## src/rtl/booth_pkg.sv

```systemverilog
// Shared FSM state codes and Booth recoding constants for the radix-2 sequential multiplier.
package booth_pkg;

    localparam int unsigned STATE_W = 2;

    localparam logic [STATE_W-1:0] ST_IDLE = 2'd0;
    localparam logic [STATE_W-1:0] ST_RUN  = 2'd1;
    localparam logic [STATE_W-1:0] ST_DONE = 2'd2;

    // Booth decode of {Q[0], Q_1}
    localparam logic [1:0] BOOTH_NOP_00 = 2'b00;
    localparam logic [1:0] BOOTH_ADD    = 2'b01;
    localparam logic [1:0] BOOTH_SUB    = 2'b10;
    localparam logic [1:0] BOOTH_NOP_11 = 2'b11;

endpackage

```

## src/rtl/booth_step.sv

```systemverilog
// One radix-2 Booth iteration: conditional add/sub of M into A, then arithmetic shift of {A,Q,Q_1}.
module booth_step
    import booth_pkg::*;
#(
    parameter int unsigned E = 5
) (
    input  logic [E-1:0] a,
    input  logic [E-1:0] q,
    input  logic         q_1,
    input  logic [E-1:0] m,
    output logic [E-1:0] a_next,
    output logic [E-1:0] q_next,
    output logic         q_1_next
);

    logic [E-1:0] sum_c;

    always_comb begin
        sum_c = a;
        case ({q[0], q_1})
            BOOTH_ADD:                  sum_c = a + m;
            BOOTH_SUB:                  sum_c = a - m;
            BOOTH_NOP_00, BOOTH_NOP_11: sum_c = a;
            default:                    sum_c = a;
        endcase
    end

    // A's MSB is replicated; the bit shifted out of A enters Q
    assign a_next   = {sum_c[E-1], sum_c[E-1:1]};
    assign q_next   = {sum_c[0], q[E-1:1]};
    assign q_1_next = q[0];

endmodule

```

## src/rtl/booth_seq_mult.sv

```systemverilog
// Sequential radix-2 Booth multiplier: start/busy/done handshake around an A/Q/Q_1 shift datapath.
module booth_seq_mult
    import booth_pkg::*;
#(
    parameter int unsigned WIDTH = 4
) (
    input  logic                 clk,
    input  logic                 reset,
    input  logic                 start,
    input  logic                 is_signed,
    input  logic [WIDTH-1:0]     multiplicand,
    input  logic [WIDTH-1:0]     multiplier,
    output logic                 busy,
    output logic                 done,
    output logic [2*WIDTH-1:0]   product
);

    localparam int unsigned E  = WIDTH + 1;
    localparam int unsigned CW = $clog2(E + 1);
    localparam int unsigned PW = 2 * WIDTH;

    logic [STATE_W-1:0] state, state_n;
    logic [E-1:0]       a, a_n, q, q_n, m, m_n;
    logic               q_1, q_1_n;
    logic [CW-1:0]      cnt, cnt_n;
    logic               busy_n, done_n;
    logic [PW-1:0]      product_n;

    logic [E-1:0]       a_step_c, q_step_c;
    logic               q_1_step_c;
    logic [E-1:0]       m_ext_c, q_ext_c;

    // One extra bit lets unsigned operands ride through the signed Booth datapath
    assign m_ext_c = {is_signed & multiplicand[WIDTH-1], multiplicand};
    assign q_ext_c = {is_signed & multiplier[WIDTH-1], multiplier};

    booth_step #(.E(E)) u_step (
        .a        (a),
        .q        (q),
        .q_1      (q_1),
        .m        (m),
        .a_next   (a_step_c),
        .q_next   (q_step_c),
        .q_1_next (q_1_step_c)
    );

    always_ff @(posedge clk or posedge reset) begin
        if (reset) begin
            state   <= ST_IDLE;
            a       <= '0;
            q       <= '0;
            q_1     <= 1'b0;
            m       <= '0;
            cnt     <= '0;
            busy    <= 1'b0;
            done    <= 1'b0;
            product <= '0;
        end else begin
            state   <= state_n;
            a       <= a_n;
            q       <= q_n;
            q_1     <= q_1_n;
            m       <= m_n;
            cnt     <= cnt_n;
            busy    <= busy_n;
            done    <= done_n;
            product <= product_n;
        end
    end

    always_comb begin
        state_n   = state;
        a_n       = a;
        q_n       = q;
        q_1_n     = q_1;
        m_n       = m;
        cnt_n     = cnt;
        done_n    = 1'b0;
        product_n = product;

        case (state)
            ST_IDLE, ST_DONE: begin
                state_n = ST_IDLE;
                if (start) begin
                    state_n = ST_RUN;
                    a_n     = '0;
                    q_n     = q_ext_c;
                    q_1_n   = 1'b0;
                    m_n     = m_ext_c;
                    cnt_n   = CW'(E);
                end
            end
            ST_RUN: begin
                a_n   = a_step_c;
                q_n   = q_step_c;
                q_1_n = q_1_step_c;
                cnt_n = cnt - CW'(1);
                // Final step: product is the low 2*WIDTH bits of the post-shift {A,Q}
                if (cnt == CW'(1)) begin
                    state_n   = ST_DONE;
                    done_n    = 1'b1;
                    product_n = {a_step_c[WIDTH-2:0], q_step_c};
                end
            end
            default: state_n = ST_IDLE;
        endcase

        busy_n = (state_n == ST_RUN);
    end

endmodule

```

## config.mk

```make
export PLATFORM = sky130hd
export DESIGN_NAME = booth_seq_mult
export DESIGN_NICKNAME = d
export VERILOG_FILES = /design/src/rtl/booth_pkg.sv /design/src/rtl/booth_step.sv /design/src/rtl/booth_seq_mult.sv
export SDC_FILE = /design/constraint.sdc
export NUM_CORES = 1
export LEC_CHECK = 0
export ABC_AREA = 0
export ABC_CLOCK_PERIOD_IN_PS = 3850
export BUFFER_PORTS_ARGS = -buffer_cell sky130_fd_sc_hd__buf_2
export CAP_MARGIN = 5
export CORE_MARGIN = 4
export CORE_UTILIZATION = 45
export CTS_BUF_LIST = sky130_fd_sc_hd__clkbuf_4 sky130_fd_sc_hd__clkbuf_8
export DETAILED_ROUTE_END_ITERATION = 8
export PLACE_DENSITY = 0.65
export SLEW_MARGIN = 30
export SYNTH_ARGS = -nofsm -noshare
export SYNTH_HDL_FRONTEND = slang
export SYNTH_SLANG_ARGS = --single-unit
```

## constraint.sdc

```tcl
create_clock -name clk -period 3.85 [get_ports clk]
set_clock_uncertainty 0.1 [all_clocks]
set_input_delay 0.1925 -clock clk [delete_from_list [all_inputs] [get_ports clk]]
set_output_delay 0.1925 -clock clk [all_outputs]
set_load 0.01 [all_outputs]
```

==> impl_metrics.tcl, run 1 <==
set metrics [dict create \
    status "finished clean" \
    worst_slack_ns 1.39 \
    cts_buffer_depth 2 \
    grt_antenna_before_repair 0 \
    antenna_cells 0 \
    wl_met2_um 1460 \
    worstSkewPairLatency_ns 0.33 \
    start_util_pct 47.6 \
    worstMarginPinSlew_ns 0.613 \
    critPathKind "reg2reg" \
    vias_per_cell 4.87 \
    clock-sinks 30 \
    routed-wl-met3_um 123 \
    synth-seq-cells 30 \
    min_period_ns 2.46 \
    postCtsSetupRepairBufs 0 \
    layout_commonest_cell "nand2_1" \
    synthArstFlopShare_pct 100 \
    dp.cells 216 \
    rsz0062_at_grt "false" \
    drtIter0Drc 50 \
    area_growth_pct 19.1 \
    synth.net_count 176 \
    clock.fmax_mhz 407 \
    hold_viol 0 \
    final_util_pct 56.7 \
    highest_layer "met4" \
    wl_met1_um 1380 \
    synth-compound-area-share_pct 11.4 \
    synth_edf_count 0 \
    core-area_sq_um 3080 \
    ios 22 \
    cts_resized 0 \
    muxShareOfSynthArea_pct 2.99 \
    regArea_sq_um 751 \
    crit_path_end_kind "register" \
    dr.pass1.iters 4 \
    synth-xor-area-share_pct 3.58 \
    grt_pass1_vias 1136 \
    ir_drop_uv 455 \
    total_power_mw 1.70 \
    routabilityCongestion 0.776 \
    grt_first_pass_wirelength_um 5250 \
    slowest_delay_ns 0.40 \
    worst_path_max_delay_cell "dfrtp_1" \
    layout_common_cells "37 x nand2_1, 30 x dfrtp_1, 21 x buf_2" \
    dp_hpwl_um 2190 \
    crit_chain "inv_1 > ha_1 > mux2_2 > inv_1 > ha_1 > nor2b_4 > o21a_1 > or3_1 > a31oi_1 > o21ai_0" \
    drtAntennaViolNets 0 \
    multi_input_area_sq_um 646 \
    layout.nets 207 \
    drive_gt1_share_pct 18.7 \
    relSlewSlack_pct 59.1 \
    power_per_cell_area_nw_per_um2 973 \
    synth_top_family_by_area "simple AND/OR/NAND/NOR gates" \
    final.period_utilization_pct 63.8 \
    cts_buffers 5 \
    critPathLaunchType "register" \
    routed_wl_um 2990 \
    synth_flop_cell "dfrtp_1" \
    fp.dieW_um 65.1 \
    placementRows 20 \
    io_buffers 21 \
    yosys.area_share.simple_pct 17.8 \
    synth_fa_ha_area_share_pct 8.19 \
    tns_ns 0 \
    arrival_ns 2.56 \
    syn_inst 155 \
    setup_violations 0 \
    drt_drc_violations_left 0 \
    die-area_sq_um 4240 \
    cts_root_buf "clkbuf_4" \
    vias 1125 \
    place_ws_ns 1.42 \
    slew_viol_final 0 \
    required_ns 3.95 \
    critPathMaxFanout 3 \
    syn_area_sq_um 1470 \
    track_usage_pct 16.8 \
    final_cells 231 \
    grt_max_degree 31 \
    leakagePower_nw 0.900 \
    yosysUniqueCellTypes 31 \
    fill_cells 294 \
    avgSynthCellArea_sq_um 9.46 \
    wire_per_inst_um 12.9 \
    htreeDepth 2 \
    die_y_um 65.1 \
    grt-ovfl-total 0 \
    cts_tree "yes" \
    ys_seq_area_share_pct 51.2 \
    hp-class "in2reg" \
    clkTransAtPathRegs_ns 0.10 \
    maxCapViolCount 0 \
    synth_warnings 0 \
]
[synth_stat cells (3+ instances only)]
| cell type | n | share of area, % |
|---|---|---|
| a21oi_1 | 5 | 1.7 |
| a31oi_1 | 3 | 1.3 |
| clkbuf_1 | 3 | 0.77 |
| dfrtp_1 | 30 | 51 |
| ha_1 | 8 | 6.8 |
| inv_1 | 13 | 3.3 |
| mux2_2 | 3 | 2.3 |
| nand2_1 | 37 | 9.5 |
| nor2_1 | 7 | 1.8 |
| nor3_1 | 3 | 1.0 |
| o21ai_0 | 13 | 4.4 |
| xnor2_1 | 5 | 3.0 |
[critical path, delay by kind of cell (launching register included)]
family	cells	cell delay (ns)
AO/OA/AOI/OAI	3	0.48
adder cells (fa/ha/maj)	2	0.51
buffers and inverters	2	0.13
flip-flops	1	0.40
multiplexers	1	0.29
AND/OR/NAND/NOR	2	0.42
[report_power, final]
part | switching [mW] | internal, mW
logic | 0.496 | 0.430
clock network | 0.110 | 0.0954
registers | 0.101 | 0.467
[metrics by stage]
step | hold WS, ns | area [sq um]
global route | 0.00647 | 1750
detailed placement | 0.212 | 1610
global placement | 0.286 | 1610
finish | 0.0210 | 1750
floorplan | 0.183 | 1470
CTS | 0.00321 | 1750
[layout make-up]
cell class | count | share of cell area [%]
clock buffers | 7 | 3.37
clock inverters | 1 | 0.287
inverters | 13 | 2.79
multi-input cells | 107 | 37.0
flip-flops and latches | 30 | 43.0
well taps | 44 | 3.15
repair buffers | 29 | 10.5
[registers in the layout, indices dropped and copies added (netlist names)]
signal   flops
q_1          1
done         1
product      8
state        2
q            5
a            4
busy         1
cnt          3
m            5
[metal layers]
metal,vias up,GRT usage (%)
met5,-,0
met4,0,6.99
met3,2,5.72
met2,19,27.2
met1,531,20.5
li1,573,-
[cells by family after synthesis]
family          count (synthesis)
flops                          30
mux                             4
buf+inv                        18
xor+xnor                        6
simple gates                   59
compound gates                 29
fa+ha+maj                       9
[path summary, 6_finish.rpt]
| path | slack [ns] | to | startpoint | depth (start not counted) |
|---|---|---|---|---|
| setup / recovery | 1.39 | a[2] | m[0] | 10 |
| setup reg to reg | 1.39 | a[2] | m[0] | 10 |
| hold / removal | 0.02 | q[2] | multiplier[2] | 3 |
| max in group asynchronous | 2.87 | m[2] | reset | 3 |
| min in group asynchronous | 0.37 | busy | reset | 3 |
| hold reg to reg | 0.37 | product[1] | product[1] | 2 |
[repair_timing]
| item | CTS | global route |
|---|---|---|
| hold endpoints to repair | 37 | 0 |
| setup endpoints to repair | 0 | 0 |
| hold buffers | 7 | 0 |
Power figures use the tool's default switching activity.
==> run 2: changes to the inputs <==
- ABC_CLOCK_PERIOD_IN_PS: 3850 -> 2000
- PLACE_DENSITY: 0.65 -> 0.68
- clock period: 3.85 -> 2 ns (I/O delays scaled with it)
==> run 2 against run 1 <==
The flow now finishes with violations (setup timing). Utilization up 8.3 points. Sequential power increased by 94%. Clock-buffer cell count down 1. Maximum frequency is 6.3% higher. Final area up 15%. Hold slack gained 0.12 ns. Critical path depth did not move. Setup slack got worse by 1.7 ns. Via count increased by 7.9%. Non-clock buffer count increased by 18. Clock power grew 140%. Total power grew 140%.
==> impl_metrics.tcl, run 2 (same netlist as run 1, synthesis figures left out) <==
set metrics [dict create \
    grt_max_degree 31 \
    intPower_mw 2.51 \
    grt_pass1_vias 1239 \
    crit_path_end_kind "register" \
    hold_viol 0 \
    clockPowerShare_pct 12.0 \
    layout_commonest_cell "nand2_1" \
    status "finished with violations" \
    fp.dieW_um 65.1 \
    power_per_cell_area_nw_per_um2 2070 \
    netSwitchingPower_mw 1.64 \
    drtIter0Drc 45 \
    routed_wl_um 3280 \
    core-area_sq_um 3080 \
    reg.largest.list "product x8, m x5, q x5" \
    worst_slack_ns -0.312 \
    required_ns 2.12 \
    regMostFlops "product" \
    routabilityCongestion 0.787 \
    ir_drop_uv 947 \
    cts_tree "yes" \
    p_comb_share_pct 61.4 \
    vias 1214 \
    die-area_sq_um 4240 \
    p_sw_share_pct 39.5 \
    cts_buffers 5 \
    critPathLaunchType "register" \
    grt_antenna_before_repair 0 \
    failed_checks "setup timing" \
    min_period_ns 2.31 \
    die_y_um 65.1 \
    clock.fmax_mhz 432 \
    cts_buffer_depth 2 \
    dp_hpwl_um 2230 \
    final.period_utilization_pct 116 \
    layout.nets 225 \
    antenna_cells 0 \
    wire_per_inst_um 13.2 \
    drtAntennaViolNets 0 \
    relSlewSlack_pct 70.3 \
    track_usage_pct 18.1 \
    leakagePower_nw 0.999 \
    area_growth_pct 36.5 \
    rsz0062_at_grt "true" \
    total_power_mw 4.15 \
    worstMarginPinSlew_ns 0.444 \
    ios 22 \
    tns_ns -1.73 \
    worstSkewPairLatency_ns 0.33 \
    hp-class "in2reg" \
    slew_viol_final 0 \
    maxCapViolCount 0 \
    grt_first_pass_wirelength_um 5720 \
    clkTransAtPathRegs_ns 0.10 \
    setup_violations 7 \
    io_buffers 21 \
    start_util_pct 47.6 \
    dr.pass1.iters 4 \
    critPathMaxFanout 2 \
    vias_per_cell 4.90 \
    critPathKind "reg2reg" \
    drive_gt1_share_pct 29.9 \
    htreeDepth 2 \
    cts_root_buf "clkbuf_4" \
    seq_power_share_pct 26.6 \
    layout_common_cells "37 x nand2_1, 30 x dfrtp_1, 21 x buf_2" \
    arrival_ns 2.43 \
    drt_drc_violations_left 0 \
    largest_reg_flops 8 \
    clock-sinks 30 \
    grt-ovfl-total 0 \
    placementRows 20 \
]
## run 2: through the flow
step	instances	setup WS [ns]	util (%)	hold WS, ns	area, sq um
3_3_place_gp	227	-0.240	55.7	0.0803	1710
3_5_place_dp	227	-0.318	55.7	0.0915	1710
5_1_grt	248	-0.389	65.0	0.131	2000
2_1_floorplan	155	-0.217	-	0.0908	1490
4_1_cts	246	-0.306	63.0	0.124	1940
6_report	248	-0.312	65.0	0.143	2000
## run 2: path summary, 6_finish.rpt
kind | from | slack [ns] | endpoint | cells past startpoint
max reg2reg | m[1] | -0.31 | product[7] | 10
min reg2reg | product[0] | 0.38 | product[0] | 2
max | m[1] | -0.31 | product[7] | 10
min in group asynchronous | reset | 0.27 | done | 4
min | start | 0.14 | q[1] | 4
max in group asynchronous | reset | 1.24 | m[2] | 4
## run 2: worst max-delay path, cell delays in order (launching register included)
cell     delay, ns
dfrtp_1       0.41
inv_2         0.09
ha_4          0.20
mux2_4        0.27
inv_2         0.06
ha_4          0.19
nor2b_4       0.12
o21a_1        0.18
or3_4         0.34
a31oi_4       0.16
o21ai_1       0.10
## run 2: layout make-up
class / count / area [sq um]
Fill cell: 256 / 1080
Sequential cell: 30 / 751
Multi-Input combinational cell: 107 / 737
Timing Repair Buffer: 47 / 329
Tap cell: 44 / 55.1
Clock buffer: 6 / 51.3
Inverter: 13 / 48.8
Clock inverter: 1 / 30.0
## run 2: what timing repair did
action	CTS	global route
pin swaps	3	3
hold endpoints to repair	39	0
buffers inserted	2	3
hold buffers	10	0
gates resized for setup	12	8
setup endpoints to repair	7	7
## run 2: layer usage
metal | wire, um | track usage [%]
met4 | 74 | 7.77
met3 | 168 | 5.55
met1 | 1380 | 22.3
met2 | 1660 | 29.1
met5 | 0 | 0
## run 2: power by group through the flow
| stage | logic (mW) | clock network, mW | registers (mW) |
|---|---|---|---|
| final | 2.55 | 0.498 | 1.10 |
| after global routing | 2.85 | 0.551 | 1.14 |
| after CTS | 2.25 | 0.517 | 1.10 |
| after detailed placement | 2.04 | 0 | 1.10 |
| after global placement | 1.97 | 0 | 1.08 |
| after floorplan | 1.41 | 0 | 1.11 |
